### config.mk
export PLATFORM = sky130hd
export DESIGN_NAME = spi_periph_bridge
export DESIGN_NICKNAME = d
export VERILOG_FILES = /design/src/rtl/spi_periph_bridge.sv
export SDC_FILE = /design/constraint.sdc
export NUM_CORES = 1
export LEC_CHECK = 0
export CORE_UTILIZATION = 65
export CTS_CLUSTER_SIZE = 28
export DETAILED_ROUTE_END_ITERATION = 8
export DONT_BUFFER_PORTS = 1
export PLACE_DENSITY = 0.81
export SETUP_SLACK_MARGIN = 0.4
export SYNTH_ARGS = -nofsm -noshare
export SYNTH_HDL_FRONTEND = slang
export SYNTH_SLANG_ARGS = --single-unit
### constraint.sdc
create_clock -name clk -period 4.94 [get_ports clk]
set_input_delay 1.482 -clock clk [delete_from_list [all_inputs] [get_ports clk]]
set_output_delay 1.482 -clock clk [all_outputs]
set_load 0.05 [all_outputs]
### src/rtl/spi_periph_bridge.sv
// Purpose : SPI mode-0 slave that turns host frames into read/write accesses on N_CH TinyQV-style peripherals.
// Latency : write strobe 1 clk after the last data bit; read request 1 clk after the last header bit, held until data_ready or TIMEOUT.
// Backpres: none toward the host (fixed-timing SPI); peripheral reads stall on data_ready, bounded by TIMEOUT.
//
// Ports:
//   clk, rst_n                 system clock, async active-low reset
//   spi_cs_n/clk/mosi/miso     SPI pins, inputs already synchronised to clk
//   address, data_in           shared peripheral address / write data
//   data_write_n, data_read_n  per-channel 2-bit strobe pairs (11 = idle, else bus width)
//   data_out, data_ready       per-channel read data and read-valid
//   user_interrupt, irq        per-channel interrupts and their registered OR
//   busy, timeout_err          frame-in-progress flag, sticky read-timeout flag
module spi_periph_bridge #(
    parameter int N_CH    = 4,
    parameter int SEL_W   = 2,
    parameter int ADDR_W  = 6,
    parameter int TIMEOUT = 15
) (
    input  logic                 clk,
    input  logic                 rst_n,
    input  logic                 spi_cs_n,
    input  logic                 spi_clk,
    input  logic                 spi_mosi,
    output logic                 spi_miso,
    output logic [ADDR_W-1:0]    address,
    output logic [31:0]          data_in,
    output logic [2*N_CH-1:0]    data_write_n,
    output logic [2*N_CH-1:0]    data_read_n,
    input  logic [32*N_CH-1:0]   data_out,
    input  logic [N_CH-1:0]      data_ready,
    input  logic [N_CH-1:0]      user_interrupt,
    output logic                 irq,
    output logic                 busy,
    output logic                 timeout_err
);

    localparam int H = 3 + SEL_W + ADDR_W;
    localparam logic [7:0]       H_M1     = 8'(H - 1);
    localparam logic [7:0]       TO_M1    = 8'(TIMEOUT - 1);
    localparam logic [SEL_W-1:0] SEL_LAST = SEL_W'(N_CH - 1);

    localparam logic [2:0] ST_IDLE    = 3'd0;
    localparam logic [2:0] ST_HDR     = 3'd1;
    localparam logic [2:0] ST_WDATA   = 3'd2;
    localparam logic [2:0] ST_WSTROBE = 3'd3;
    localparam logic [2:0] ST_RWAIT   = 3'd4;
    localparam logic [2:0] ST_RDATA   = 3'd5;
    localparam logic [2:0] ST_DONE    = 3'd6;   // frame finished, waiting for cs_n to go high

    // Strobe vector with only channel s driven; width 11 goes out as 10.
    // An out-of-range s matches no channel, so the vector stays all-idle.
    function automatic logic [2*N_CH-1:0] pair_vec(input logic [SEL_W-1:0] s, input logic [1:0] w);
        logic [2*N_CH-1:0] v;
        v = '1;
        for (int c = 0; c < N_CH; c++) begin
            if (s == SEL_W'(c)) v[2*c +: 2] = (w == 2'b11) ? 2'b10 : w;
        end
        return v;
    endfunction

    function automatic logic sel_hit(input logic [SEL_W-1:0] s);
        logic hit;
        hit = 1'b0;
        for (int c = 0; c < N_CH; c++) begin
            if (s == SEL_W'(c)) hit = 1'b1;
        end
        return hit;
    endfunction

    logic [2:0]        state_q, state_d;
    logic              spi_clk_q, cs_n_q;
    logic [H-2:0]      hdr_q, hdr_d;
    logic [7:0]        cnt_q, cnt_d;
    logic [7:0]        wait_q, wait_d;
    logic [31:0]       sh_q, sh_d;
    logic [1:0]        width_q, width_d;
    logic [SEL_W-1:0]  sel_q, sel_d;
    logic [ADDR_W-1:0] address_q, address_d;
    logic [31:0]       data_in_q, data_in_d;
    logic [2*N_CH-1:0] wr_n_q, wr_n_d;
    logic [2*N_CH-1:0] rd_n_q, rd_n_d;
    logic              irq_q, busy_q, busy_d, terr_q, terr_d;

    logic              rise, fall, cs_fall;
    logic [H-1:0]      hdr_nxt;
    logic [1:0]        h_w;
    logic [SEL_W-1:0]  h_sel;
    logic [7:0]        d_m1;
    logic              rdy_sel;
    logic [31:0]       dat_sel, dat_mask;

    assign rise    = spi_clk & ~spi_clk_q;
    assign fall    = ~spi_clk & spi_clk_q;
    assign cs_fall = cs_n_q & ~spi_cs_n;
    assign hdr_nxt = {hdr_q, spi_mosi};
    assign h_w     = hdr_nxt[H-2 -: 2];
    assign h_sel   = hdr_nxt[ADDR_W +: SEL_W];

    always_comb begin
        case (width_q)
            2'b00:   d_m1 = 8'd7;
            2'b01:   d_m1 = 8'd15;
            default: d_m1 = 8'd31;
        endcase
    end

    always_comb begin
        rdy_sel = 1'b0;
        dat_sel = '0;
        for (int c = 0; c < N_CH; c++) begin
            if (sel_q == SEL_W'(c)) begin
                rdy_sel = data_ready[c];
                dat_sel = data_out[32*c +: 32];
            end
        end
        case (width_q)
            2'b00:   dat_mask = {24'd0, dat_sel[7:0]};
            2'b01:   dat_mask = {16'd0, dat_sel[15:0]};
            default: dat_mask = dat_sel;
        endcase
    end

    always_comb begin
        state_d   = state_q;
        hdr_d     = hdr_q;
        cnt_d     = cnt_q;
        wait_d    = wait_q;
        sh_d      = sh_q;
        width_d   = width_q;
        sel_d     = sel_q;
        address_d = address_q;
        data_in_d = data_in_q;
        wr_n_d    = wr_n_q;
        rd_n_d    = rd_n_q;
        busy_d    = busy_q;
        terr_d    = terr_q;

        if (state_q != ST_IDLE && spi_cs_n) begin
            // cs_n high aborts anything in flight; a strobe already on the bus just ends normally.
            state_d = ST_IDLE;
            wr_n_d  = '1;
            rd_n_d  = '1;
            busy_d  = 1'b0;
        end else begin
            case (state_q)
                ST_IDLE: begin
                    if (cs_fall) begin
                        state_d = ST_HDR;
                        cnt_d   = '0;
                    end
                end
                ST_HDR: begin
                    if (rise) begin
                        busy_d = 1'b1;
                        hdr_d  = hdr_nxt[H-2:0];
                        if (cnt_q == H_M1) begin
                            width_d   = h_w;
                            sel_d     = h_sel;
                            address_d = hdr_nxt[ADDR_W-1:0];
                            cnt_d     = '0;
                            wait_d    = '0;
                            sh_d      = '0;
                            if (hdr_nxt[H-1]) begin
                                state_d = ST_WDATA;
                            end else if (sel_hit(h_sel)) begin
                                state_d = ST_RWAIT;
                                rd_n_d  = pair_vec(h_sel, h_w);
                            end else begin
                                state_d = ST_RDATA;   // unmapped channel reads as zero
                            end
                        end else begin
                            cnt_d = cnt_q + 8'd1;
                        end
                    end
                end
                ST_WDATA: begin
                    if (rise) begin
                        sh_d = {sh_q[30:0], spi_mosi};
                        if (cnt_q == d_m1) begin
                            data_in_d = {sh_q[30:0], spi_mosi};
                            wr_n_d    = pair_vec(sel_q, width_q);
                            state_d   = ST_WSTROBE;
                            if (sel_q == SEL_LAST && address_q == '1) terr_d = 1'b0;
                        end else begin
                            cnt_d = cnt_q + 8'd1;
                        end
                    end
                end
                ST_WSTROBE: begin
                    wr_n_d  = '1;
                    busy_d  = 1'b0;
                    state_d = ST_DONE;
                end
                ST_RWAIT: begin
                    if (rdy_sel) begin
                        sh_d    = dat_mask;
                        rd_n_d  = '1;
                        cnt_d   = '0;
                        state_d = ST_RDATA;
                    end else if (wait_q == TO_M1) begin
                        sh_d    = '0;
                        rd_n_d  = '1;
                        terr_d  = 1'b1;
                        cnt_d   = '0;
                        state_d = ST_RDATA;
                    end else begin
                        wait_d = wait_q + 8'd1;
                    end
                end
                ST_RDATA: begin
                    if (rise) begin
                        if (cnt_q == d_m1) begin
                            busy_d  = 1'b0;
                            state_d = ST_DONE;
                        end else begin
                            cnt_d = cnt_q + 8'd1;
                        end
                    end else if (fall && cnt_q != 8'd0) begin
                        // Only shift after the host has sampled a bit, so a late header
                        // falling edge cannot eat the MSB when data came back quickly.
                        sh_d = {sh_q[30:0], 1'b0};
                    end
                end
                default: ;  // ST_DONE: ignore extra clocks until cs_n goes high
            endcase
        end
    end

    always_ff @(posedge clk or negedge rst_n) begin
        if (!rst_n) begin
            state_q   <= ST_IDLE;
            spi_clk_q <= 1'b0;
            cs_n_q    <= 1'b1;
            hdr_q     <= '0;
            cnt_q     <= '0;
            wait_q    <= '0;
            sh_q      <= '0;
            width_q   <= '0;
            sel_q     <= '0;
            address_q <= '0;
            data_in_q <= '0;
            wr_n_q    <= '1;
            rd_n_q    <= '1;
            irq_q     <= 1'b0;
            busy_q    <= 1'b0;
            terr_q    <= 1'b0;
        end else begin
            state_q   <= state_d;
            spi_clk_q <= spi_clk;
            cs_n_q    <= spi_cs_n;
            hdr_q     <= hdr_d;
            cnt_q     <= cnt_d;
            wait_q    <= wait_d;
            sh_q      <= sh_d;
            width_q   <= width_d;
            sel_q     <= sel_d;
            address_q <= address_d;
            data_in_q <= data_in_d;
            wr_n_q    <= wr_n_d;
            rd_n_q    <= rd_n_d;
            irq_q     <= |user_interrupt;
            busy_q    <= busy_d;
            terr_q    <= terr_d;
        end
    end

    always_comb begin
        spi_miso = 1'b0;
        if (state_q == ST_RDATA) begin
            case (width_q)
                2'b00:   spi_miso = sh_q[7];
                2'b01:   spi_miso = sh_q[15];
                default: spi_miso = sh_q[31];
            endcase
        end
    end

    assign address      = address_q;
    assign data_in      = data_in_q;
    assign data_write_n = wr_n_q;
    assign data_read_n  = rd_n_q;
    assign irq          = irq_q;
    assign busy         = busy_q;
    assign timeout_err  = terr_q;

endmodule
==> results_dict.tcl <==
set metrics [dict create \
    status "completed" \
    nets 703 \
    syn-cell-area_um2 6650 \
    clk_path_buf_depth 2 \
    cts-root-buf "clkbuf_8" \
    cp_slowest_cell "nor2_1" \
    cts_made_buffers 17 \
    start_kind "flip-flop" \
    tightestPinTransition_ns 1.19 \
    setup_viol 0 \
    path_cells "nand2b_1 -> or2_2 -> nor2_1" \
    holdCritPathClass "flip-flop to flip-flop" \
    p_per_area_nw_per_um2 440 \
    grt_usage_pct 32.9 \
    p_leak_uw 0.00309 \
    cts.htree.levels 4 \
    fin_cells 703 \
    finalHoldViolCount 0 \
    period_share_pct 81.1 \
    worstSetupPathType "flip-flop to primary output" \
    crit_path_end_kind "primary output" \
    critical-path-max-stage-delay_ns 0.75 \
    antenna_found_initial 1 \
    place_inst 671 \
    drt_iter0_drc 401 \
    timing.final.crit_period_ns 4.01 \
    syn_nets 719 \
    ant_nets 0 \
    antenna_cells 0 \
    peakVddDrop_mv 0.286 \
    postSynthAreaPerCell_um2 11.6 \
    ys_ff_latch 124 \
    synth-edff-count 0 \
    drc 0 \
    place_hpwl_um 11300 \
    grt_start_max_net_pins 125 \
    grt_pass1_wl_um 25900 \
    path_clk_slew_ns 0.06 \
    fin_util_pct 73.9 \
    crit_buf_inv 0 \
    rsz0062_at_grt "no" \
    ys_async_sr_fraction_pct 100 \
    initial_core_util_pct 67.4 \
    ctsHoldBuffers 0 \
    whs_ns 0.494 \
    syn2layout_area_growth_pct 9.60 \
    ys_types 64 \
    gp_congestion 0.871 \
    grt_pass1_vias 4955 \
    ctsResizeCount 0 \
    fillers 606 \
    cts_setup_buffers 0 \
    wl_per_cell_um 23.9 \
    cpLargestDelayFamily "simple AND/OR/NAND/NOR gates" \
    clock-skew-final_ns 0.0117 \
    via_per_inst 7.08 \
    drive_above_1_share_pct 26.3 \
    vias 4975 \
    ios 199 \
    cts.sinks 124 \
    netlist_instances 573 \
    slew_violations 0 \
    clkLatencyLatePin_ns 0.52 \
    maxCapViolations 0 \
    port_buffers 0 \
    fmax_mhz 250 \
    num_rows 36 \
    chipWidth_um 103 \
    cts_tree "yes" \
    ys.warnings.count 0 \
    final_common_cell "dfrtp_1" \
    tns_ns 0 \
    routed_wl_um 16800 \
    dieArea_um2 10600 \
    arrival_ns 2.52 \
    yosys_most_used_dff "dfrtp_1" \
    core_um2 9860 \
    relSlewSlack_pct 20.0 \
    gr-total-overflow 0 \
    crit_fanout 21 \
    cp.required_ns 3.46 \
    layout_common_cells "dfrtp_1, o21ai_0, nand2_1" \
    die_h_um 103 \
    first_pass_iters 5 \
    ys_seq_area_share_pct 47.0 \
]
## metrics by stage
stage / worst slack (ns) / area [um2] / total power [uW]
6_report: 0.935 / 7290 / 3210
5_1_grt: 0.841 / 7290 / 3340
4_1_cts: 0.943 / 7290 / 3210
3_5_place_dp: 1.44 / 6640 / 1840
3_3_place_gp: 1.52 / 6640 / 1820
2_1_floorplan: 1.74 / 6650 / 1720
## flip-flops by register name (all words and copies together) (netlist names), 2 cells and up
name	count
sh_q	32
wait_q	8
data_in	32
state_q	3
address	6
sel_q	2
hdr_q	10
width_q	2
data_write_n	8
data_read_n	8
cnt_q	8
## area by class of cell
class	count	area, um2	share of cell area [%]
clock inverter	14	228	3.12
multi-input combinational	399	3280	44.9
timing repair buffer	5	37.5	0.515
sequential	124	3130	42.9
inverter	10	37.5	0.515
tap	133	166	2.28
clock buffer	18	418	5.73
## cell usage after synthesis (all sizes together) (2+ instances only)
cell type	instances	area share (%)
dfrtp	107	40
o21ai	63	4.7
mux2	51	10
nand2	49	2.8
mux4	33	11
nor2	33	1.9
clkbuf	27	1.5
a21oi	25	1.9
a22oi	23	2.6
dfstp	17	6.7
nand2b	14	1.3
buf	13	1.7
nor2b	11	1.0
inv	10	0.56
a31oi	9	0.85
nand3	7	0.53
o31ai	7	0.79
ha	5	0.94
o21a	5	0.56
or4	5	0.62
and3	4	0.38
o22a	4	0.53
or3	4	0.38
a211oi	3	0.41
nand4	3	0.28
nor3	3	0.30
nor3b	3	0.41
or2	3	0.28
a211o	2	0.26
a21o	2	0.23
a41oi	2	0.26
and2	2	0.19
nor4	2	0.19
o211ai	2	0.23
o41ai	2	0.26
## routing by layer
metal	global-route usage, %	routed length [um]
met4	18.9	591
met3	9.90	1380
met2	51.6	8630
met5	0	0
met1	40.9	6230
## power breakdown
group,internal (uW),switching (uW)
clock,885,489
combinational,198,351
sequential,1110,180
## final timing paths
path | startpoint | end | slack, ns | depth (start not counted)
max in group asynchronous | rst_n | data_write_n[1] | 4.04 | 0
setup reg to reg | state_q[1] | data_in[9] | 2.05 | 4
min in group asynchronous | rst_n | data_in[23] | 0.65 | 0
hold reg to reg | wait_q[7] | wait_q[7] | 0.49 | 1
setup / recovery | state_q[1] | spi_miso | 0.93 | 3
hold / removal | wait_q[7] | wait_q[7] | 0.49 | 1
## cells by family after synthesis
family / count (synthesis) / synth area share, %
AO/OA/AOI/OAI: 160 / 15.3
flip-flops: 124 / 47.0
XOR/XNOR: 1 / 0.132
buffers and inverters: 50 / 3.76
AND/OR/NAND/NOR: 148 / 11.3
adder cells (fa/ha/maj): 5 / 0.941
multiplexers: 85 / 21.7
Note: power is estimated with default switching activity, not from simulation.
